`src/rtl/hex_count_sequencer_pkg.sv`:
```
// Shared types and helpers for the six-digit BCD count sequencer.
package hex_count_pkg;

   typedef enum logic [1:0] {
      IDLE  = 2'd0,
      RUN   = 2'd1,
      PAUSE = 2'd2,
      DONE  = 2'd3
   } state_e;

   localparam int         NUM_DIGITS = 6;
   localparam logic [3:0] BCD_MAX    = 4'd9;

   // Non-decimal nibbles are not representable on the display; force them to 0.
   function automatic logic [3:0] bcd_sanitize(input logic [3:0] nib);
      return (nib > BCD_MAX) ? 4'd0 : nib;
   endfunction

endpackage

```
`src/rtl/hex_count_sequencer_bcd_digit.sv`:
```
// One BCD digit of the carry chain: clear > load > increment.
// The digit only advances when inc is set and every lower digit is 9 (carry_in).
module bcd_digit
   import hex_count_pkg::*;
(
   input  logic       clk,
   input  logic       rst_n,
   input  logic       clear,
   input  logic       load,
   input  logic [3:0] load_val,
   input  logic       inc,
   input  logic       carry_in,
   output logic [3:0] q,
   output logic       carry_out
);

   // Ripple is combinational so a full 999999 -> 000000 roll completes in one cycle.
   assign carry_out = carry_in & (q == BCD_MAX);

   // Digit register: clear wins, then load (sanitised), then carry-gated increment.
   always_ff @(posedge clk or negedge rst_n) begin
      if (!rst_n) begin
         q <= 4'd0;
      end else if (clear) begin
         q <= 4'd0;
      end else if (load) begin
         q <= bcd_sanitize(load_val);
      end else if (inc && carry_in) begin
         q <= (q == BCD_MAX) ? 4'd0 : q + 4'd1;
      end
   end

endmodule

```
`src/rtl/hex_count_sequencer.sv`:
```
// Six-digit BCD count controller feeding the 7-segment decoders.
// Single clock: prescaler tick enable, IDLE/RUN/PAUSE/DONE FSM, decimal carry
// chain, load, and wrap or saturate on overflow (WRAP parameter).
// Optional build macro LEADING_ZERO_BLANK_EN: registered leading-zero blank
// mask; when undefined, blank is tied to 0.
// Handshake: start/stop/clear/load_en are level commands sampled every clock,
// resolved by priority clear > stop > load_en > start; no ready/ack is returned.
module hex_count_sequencer
   import hex_count_pkg::*;
#(
   parameter int TICK_DIV = 50000000,
   parameter int WRAP     = 1
) (
   input  logic        clk,
   input  logic        rst_n,
   input  logic        start,
   input  logic        stop,
   input  logic        clear,
   input  logic        load_en,
   input  logic [23:0] load_val,
   output logic [23:0] digits,
   output logic [5:0]  blank,
   output logic        running,
   output logic        tick,
   output logic        ovf,
   output logic [1:0]  state_dbg
);

   localparam int PW = $clog2(TICK_DIV);

   state_e          state;
   logic [PW-1:0]   presc;
   logic [NUM_DIGITS:0] carry;

   logic cmd_start;
   logic do_load;
   logic step;
   logic all_nine;
   logic inc_en;

   // A lower-priority command is only seen when no higher one is present, even
   // if that higher one is ignored in the current state (stop+start in PAUSE).
   assign cmd_start = start & ~stop & ~load_en & ~clear;
   assign do_load   = load_en & ~stop & ~clear & ((state == IDLE) || (state == PAUSE));
   // A count step needs a full prescaler period while staying in RUN.
   assign step      = (state == RUN) & ~clear & ~stop & (presc == PW'(TICK_DIV - 1));
   assign all_nine  = carry[NUM_DIGITS];
   // Saturating build holds 999999 instead of rolling over.
   assign inc_en    = step & ~(all_nine & (WRAP == 0));

   assign carry[0]  = 1'b1;
   assign state_dbg = state;

   genvar gi;
   generate
      for (gi = 0; gi < NUM_DIGITS; gi++) begin : g_digit
         bcd_digit u_digit (
            .clk       (clk),
            .rst_n     (rst_n),
            .clear     (clear),
            .load      (do_load),
            .load_val  (load_val[4*gi +: 4]),
            .inc       (inc_en),
            .carry_in  (carry[gi]),
            .q         (digits[4*gi +: 4]),
            .carry_out (carry[gi+1])
         );
      end
   endgenerate

   // Control FSM with prescaler, tick, overflow and running flag all registered.
   always_ff @(posedge clk or negedge rst_n) begin
      if (!rst_n) begin
         state   <= IDLE;
         presc   <= '0;
         tick    <= 1'b0;
         ovf     <= 1'b0;
         running <= 1'b0;
      end else begin
         tick <= step;
         if (WRAP != 0) ovf <= 1'b0;
         if (clear) begin
            state   <= IDLE;
            presc   <= '0;
            ovf     <= 1'b0;
            running <= 1'b0;
         end else begin
            case (state)
               IDLE, PAUSE: begin
                  if (cmd_start) begin
                     state   <= RUN;
                     running <= 1'b1;
                  end
               end
               RUN: begin
                  if (stop) begin
                     state   <= PAUSE;
                     running <= 1'b0;
                  end else if (step) begin
                     presc <= '0;
                     if (all_nine) begin
                        ovf <= 1'b1;
                        if (WRAP == 0) begin
                           state   <= DONE;
                           running <= 1'b0;
                        end
                     end
                  end else begin
                     presc <= presc + PW'(1);
                  end
               end
               DONE: begin
                  presc <= '0;
               end
               default: begin
                  state <= IDLE;
               end
            endcase
         end
      end
   end

`ifdef LEADING_ZERO_BLANK_EN
   logic [NUM_DIGITS-1:1] zero_nxt;
   logic [NUM_DIGITS-1:0] blank_nxt;
   logic                  all_hi_zero;

   // Predict which digits are zero after this edge so blank lines up with digits.
   always_comb begin
      zero_nxt    = '0;
      blank_nxt   = '0;
      all_hi_zero = 1'b1;
      for (int i = 1; i < NUM_DIGITS; i++) begin
         if (clear)
            zero_nxt[i] = 1'b1;
         else if (do_load)
            zero_nxt[i] = (bcd_sanitize(load_val[4*i +: 4]) == 4'd0);
         else if (inc_en && carry[i])
            zero_nxt[i] = (digits[4*i +: 4] == BCD_MAX);
         else
            zero_nxt[i] = (digits[4*i +: 4] == 4'd0);
      end
      for (int i = NUM_DIGITS - 1; i >= 1; i--) begin
         all_hi_zero  = all_hi_zero & zero_nxt[i];
         blank_nxt[i] = all_hi_zero;
      end
   end

   // Blank mask register; digit 0 always stays lit.
   always_ff @(posedge clk or negedge rst_n) begin
      if (!rst_n) blank <= 6'b111110;
      else        blank <= blank_nxt;
   end
`else
   assign blank = '0;
`endif

endmodule

```
`config.mk`:
```
export PLATFORM = sky130hd
export DESIGN_NAME = hex_count_sequencer
export DESIGN_NICKNAME = d
export VERILOG_FILES = /design/src/rtl/hex_count_sequencer_pkg.sv /design/src/rtl/hex_count_sequencer_bcd_digit.sv /design/src/rtl/hex_count_sequencer.sv
export SDC_FILE = /design/constraint.sdc
export NUM_CORES = 1
export LEC_CHECK = 0
export CORE_MARGIN = 1.5
export CORE_UTILIZATION = 50
export DETAILED_ROUTE_END_ITERATION = 6
export GPL_TIMING_DRIVEN = 0
export PLACE_DENSITY = 0.76
export SLEW_MARGIN = 0
export SYNTH_ARGS = -nofsm -noshare
export SYNTH_HDL_FRONTEND = slang
export SYNTH_HIERARCHICAL = 1
export SYNTH_SLANG_ARGS = --single-unit
```
`constraint.sdc`:
```
create_clock -name clk -period 2.8 [get_ports clk]
set_input_delay 0.56 -clock clk [delete_from_list [all_inputs] [get_ports clk]]
set_output_delay 0.56 -clock clk [all_outputs]
set_load 0.01 [all_outputs]
```
# Word-level counts from Yosys, hierarchy flattened
# Index checks and enable logic that the tools add are counted.
# Widths: inputs -> output; s select.
# classes
n_addsub,7
order_cmp,6
eq_ne,13
muxes,47
n_bitwise,17
n_reduce_logical,18
# ops
operator,n
$mux 4,30
$mux 26,3
$pmux 26 s2,1
$add 26x1->26 const B,1
$eq 26x26->1 const B,1
$add 4x1->4 const B,6
$eq 4x4->1 const B,6
$gt 4x4->1 const B,6
$reduce_bool 3->1,8
$and 1x1->1,14
$ne 3x3->1 const B,3
$mux 1,8
$mux 2,3
$logic_and 1x1->1,5
$eq 2x2->1 const B,2
$pmux 2 s2,1
$not 1->1,3
$reduce_and 3->1,1
$eq 2x1->1 const B,1
$logic_not 2->1,1
$pmux 1 s2,1
$reduce_and 2->1,1
$reduce_or 2->1,1
$logic_or 1x1->1,1
# word_totals
elab_cells,119
ff_bits,55
input_bits,30
out_inout_bits,35

# Longest topological paths before layout
# depth
word_depth,11
depth_mapped,11
mapped_depth_nobuf,11

# Modules after synthesis
# The synthesis kept the hierarchy.
# modules_own_cells
module,area_per_inst_um2,n_inst,seq_area_each_um2,cells_per_inst
bcd_digit,314.1,6,100.1,37
hex_count_sequencer,1776.7,1,750.7,204

# Worst setup path before layout
# No wires, ideal clock.
# synth_timing
kind,input to register
from,in stop
to,reg g_digit[0].u_digit.q[1]
path_slack_ns,0.280
cell_stages,8
setup_ns,0.076
required_time_ns,2.724
arrival_time_ns,2.443
path_buffers,1
cell_sequence,or4b_1 buf_2 nor3_2 nand4_2 inv_1 nand2_1 or4_1 o21ai_1
# synth_between
word_cells_on_any_way,9
cone_classes,mux: 2; bitwise: 6; reduce/logical: 1
# synth_lines
element,line_no,source
"start, declared",hex_count_sequencer.sv:17,"input logic stop,"
$not 1->1,hex_count_sequencer.sv:46,assign step = (state == RUN) & ~clear & ~stop & (presc == PW'(TICK_DIV - 1));
$and 1x1->1 (2 in series),hex_count_sequencer.sv:46,
via inc_en,hex_count_sequencer.sv:39,logic inc_en;
$reduce_bool 3->1 (no source line),n/a,
"end signal, assigned",hex_count_sequencer_bcd_digit.sv:27,q <= bcd_sanitize(load_val);
"end signal, assigned",hex_count_sequencer_bcd_digit.sv:29,q <= (q == BCD_MAX) ? 4'd0 : q + 4'd1;
"end, declared",hex_count_sequencer_bcd_digit.sv:13,"output logic [3:0] q,"
# The timed path passes the listed nets, and every way through them passes these cells.
# A chain may end at the register's enable or synchronous reset.

# Final worst setup path
# layout_timing
from,in clear
to,reg g_digit[4].u_digit.q[1]
# layout_between
elab_chain_cells,6
word_cells_on_any_way,10
cone_classes,mux: 2; bitwise: 6; reduce/logical: 2
# layout_rtl
element,line_no,source
"start, declared",hex_count_sequencer.sv:18,"input logic clear,"
$not 1->1,hex_count_sequencer.sv:46,
$and 1x1->1 (3 in series),hex_count_sequencer.sv:46,
via inc_en,hex_count_sequencer.sv:39,
$logic_and 1x1->1,hex_count_sequencer_bcd_digit.sv:28,end else if (inc && carry_in) begin
$reduce_bool 3->1 (no source line),n/a,
"end signal, assigned",hex_count_sequencer_bcd_digit.sv:27,
"end signal, assigned",hex_count_sequencer_bcd_digit.sv:29,
"end, declared",hex_count_sequencer_bcd_digit.sv:13,
# The timed path passes the listed nets, and every way through them passes these cells.

==> impl_metrics.json <==
{
  "status": "completed",
  "synthDominantCellAreaShare": 0.369,
  "synth_edf_count": 0,
  "max_freq_mhz": 383,
  "hold_class": "in -> async",
  "worst_path_most_repeated_cell": "buf_4",
  "worstPathBufferInverterCount": 4,
  "avgViaCountPerCell": 5.85,
  "final_cells": 602,
  "start_kind": "primary input",
  "grt_max_degree": 49,
  "num_antenna_cells": 0,
  "crit_family": "simple AND/OR/NAND/NOR gates",
  "grt_pass1_wl_mm": 14.6,
  "finalPower_uw": 1660,
  "place_inst": 591,
  "clock_latency_ns": 0.31,
  "drt_wl_total_mm": 8.92,
  "timing.rr.start": "g_digit[0].u_digit/q[1]$_DFFE_PN0P_",
  "hold_viol_final": 0,
  "finalCritPeriodShare": 0.933,
  "port_buffers": 58,
  "cp_max_fo": 48,
  "avgRoutedWirePerCell_um": 14.8,
  "max_stage_delay_ns": 0.51,
  "max_slew.worst_pin.slew_ns": 0.669,
  "fin_skew_ns": 0.0100,
  "finalCriticalPeriod_ns": 2.61,
  "cp_slowest_cell": "or4b_1",
  "die_w_um": 88.6,
  "regToRegEndpoint": "g_digit[5].u_digit/q[2]$_DFFE_PN0P_",
  "rsz0062_at_grt": "false",
  "cts_buffers": 5,
  "grt_overflow": 0,
  "drt-initial-drc-count": 185,
  "crit_chain": "buf_4 -> or4b_1 -> buf_2 -> nor3_2 -> nand4_4 -> clkinvlp_4 -> buf_4 -> nand2_1 -> or4_1 -> o21ai_1",
  "whs_ns": 0.160,
  "p_leak_uw": 0.00178,
  "vdd_ir_drop_max_mv": 0.211,
  "setup_viol": 0,
  "cap_violations": 0,
  "avgSynthCellArea_um2": 8.59,
  "yosys.area.top_type": "dfrtp_1",
  "die-area_um2": 7840,
  "ant_nets": 0,
  "ys_seq_elements": 54,
  "power.density_nw_per_um2": 364,
  "dr_total_vias": 3522,
  "root_buffer": "clkbuf_8",
  "die_y_um": 88.6,
  "yosysWarningCount": 6,
  "core_area_um2": 7180,
  "rr_worst_depth": 11,
  "relSlewSlack": 0.550,
  "yosys.cell_types.count": 51,
  "cts_hold_buf": 0,
  "worstSetupEndpointType": "flip-flop",
  "syn2layout_area_growth_pct": 24.6,
  "drcViolationCount": 0,
  "initial_core_util": 0.510,
  "rows": 31,
  "synth_flop_cell": "dfrtp_1",
  "dp_hpwl_mm": 6.35,
  "r2r_slack_ns": 0.21,
  "syn_area_um2": 3660,
  "yosysSeqAreaShare": 0.369,
  "antenna_found_initial": 0,
  "arrival_ns": 2.86,
  "ios": 65,
  "ctsHtreeMaxLevel": 2,
  "path_class": "in -> reg",
  "clock-sinks": 54,
  "grt_pass1_vias": 3197,
  "maxSlewViolCount": 0,
  "grt_usage": 0.235,
  "layout.nets": 545,
  "drt-pass1-iter-count": 5,
  "synthTopCellsByArea": "dfrtp_1, o21ai_0, nand2_1",
  "yosysMostFrequentCell": "dfrtp_1",
  "netlist_instances": 426,
  "synth_common_cells": "dfrtp_1, nand2_1, o21ai_0",
  "ctsLongestPathBuffers": 2,
  "async_flop_share": 1.00,
  "cts_tree": "done",
  "post_route_cells_drive_above_1_share": 0.0954,
  "clkTransAtPathRegs_ns": 0.10,
  "worstPathRequired_ns": 3.05,
  "gp_congestion": 0.849
}
-- metal layers --
| layer | global-route usage | vias up | part of all wire |
|---|---|---|---|
| li1 | - | 1732 | - |
| met3 | 0.0373 | 8 | 0.045 |
| met1 | 0.309 | 1694 | 0.45 |
| met4 | 0.0739 | 0 | 0.011 |
| met5 | 0 | - | 0 |
| met2 | 0.400 | 88 | 0.50 |
-- stage by stage --
step | utilization | instance area (um^2) | TNS [ns] | worst slack (ns)
after detailed placement | 0.613 | 4400 | -13.53 | -0.673
final | 0.636 | 4560 | 0 | 0.187
after global placement | 0.612 | 4390 | -100.38 | -1.81
after CTS | 0.633 | 4540 | 0 | 0.0196
after floorplan | - | 3690 | 0 | 0.280
after global routing | 0.636 | 4560 | 0 | 0.0335
-- registers in the layout, indices dropped and copies added, names as in the netlist --
register           cells
g_digit.u_digit/q     24
ovf                    1
presc                 26
state_dbg              2
tick                   1
-- worst reg2reg max path: cells and delay by family (launching register included) --
kind | cells | cell delay [ns]
and+or+nand+nor | 6 | 1.24
AOI/OAI and AO/OA | 3 | 0.56
DFF | 1 | 0.44
adders and majority gates | 1 | 0.22
buffers and inverters | 1 | 0.07
-- how the worst max path moves through the flow --
stage | from | endpoint | slack [ns] | depth (start not counted)
3_3_place_gp | clear | g_digit[4].u_digit/q[3]$_DFFE_PN0P_ | -1.81 | 8
5_1_grt | g_digit[0].u_digit/q[1]$_DFFE_PN0P_ | g_digit[5].u_digit/q[2]$_DFFE_PN0P_ | 0.03 | 11
6_report | clear | g_digit[4].u_digit/q[1]$_DFFE_PN0P_ | 0.19 | 10
2_1_floorplan | stop | g_digit[0].u_digit/q[1]$_DFFE_PN0P_ | 0.28 | 8
3_5_place_dp | stop | g_digit[2].u_digit/q[3]$_DFFE_PN0P_ | -0.67 | 8
4_1_cts | stop | g_digit[4].u_digit/q[1]$_DFFE_PN0P_ | 0.02 | 10
-- logic make-up after synthesis --
group,Yosys count,share of synthesized area
buf+inv,40,0.0530
flops,54,0.369
compound gates,147,0.268
mux,2,0.00581
other cells,2,0.00205
simple gates,162,0.244
xor+xnor,6,0.0144
fa+ha+maj,13,0.0444
-- repair_timing --
| action | 4_1_cts | 5_1_grt |
|---|---|---|
| pin swaps | 2 | 0 |
| setup endpoints to repair | 24 | 20 |
| setup buffers | 3 | 0 |
| resized for setup | 3 | 5 |
-- area by class of cell --
type / count / area [um^2]
Buffer: 19 / 115
Fill cell: 594 / 2610
Timing Repair Buffer: 62 / 631
Clock inverter: 2 / 13.8
Sequential cell: 54 / 1350
Multi-Input combinational cell: 339 / 2170
Tap cell: 99 / 124
Inverter: 21 / 82.6
Clock buffer: 6 / 72.6
-- cells in the final DEF (no fill, tap or decap), drive strengths merged, types with 6 or more instances in the layout --
cell           synthesis  layout
clkdlybuf4s50          0      55
dfrtp                 54      54
nand2                 49      49
o21ai                 45      45
nor2                  26      26
a211oi                24      24
a21oi                 22      22
inv                   21      20
buf                   11      17
clkbuf                 8      14
nand3                 13      13
ha                    13      13
o31ai                 12      12
a31oi                 10      10
nor3                  10      10
or4                    9       9
conb                   2       9
nand4                  9       9
nand2b                 8       8
and2                   8       8
or3                    6       6
a31o                   6       6
and3b                  6       6
a32oi                  6       6
xnor2                  6       6
nor3b                  6       6
a21boi                 6       6
o41ai                  6       6
-- where the power goes --
part	leakage (uW)	internal, uW	switching, uW
combinational	0.000993	168	169
sequential	0.000739	815	58.5
clock	0.0000452	178	272
total	0.00178	1160	500
Power figures use the tool's default switching activity.
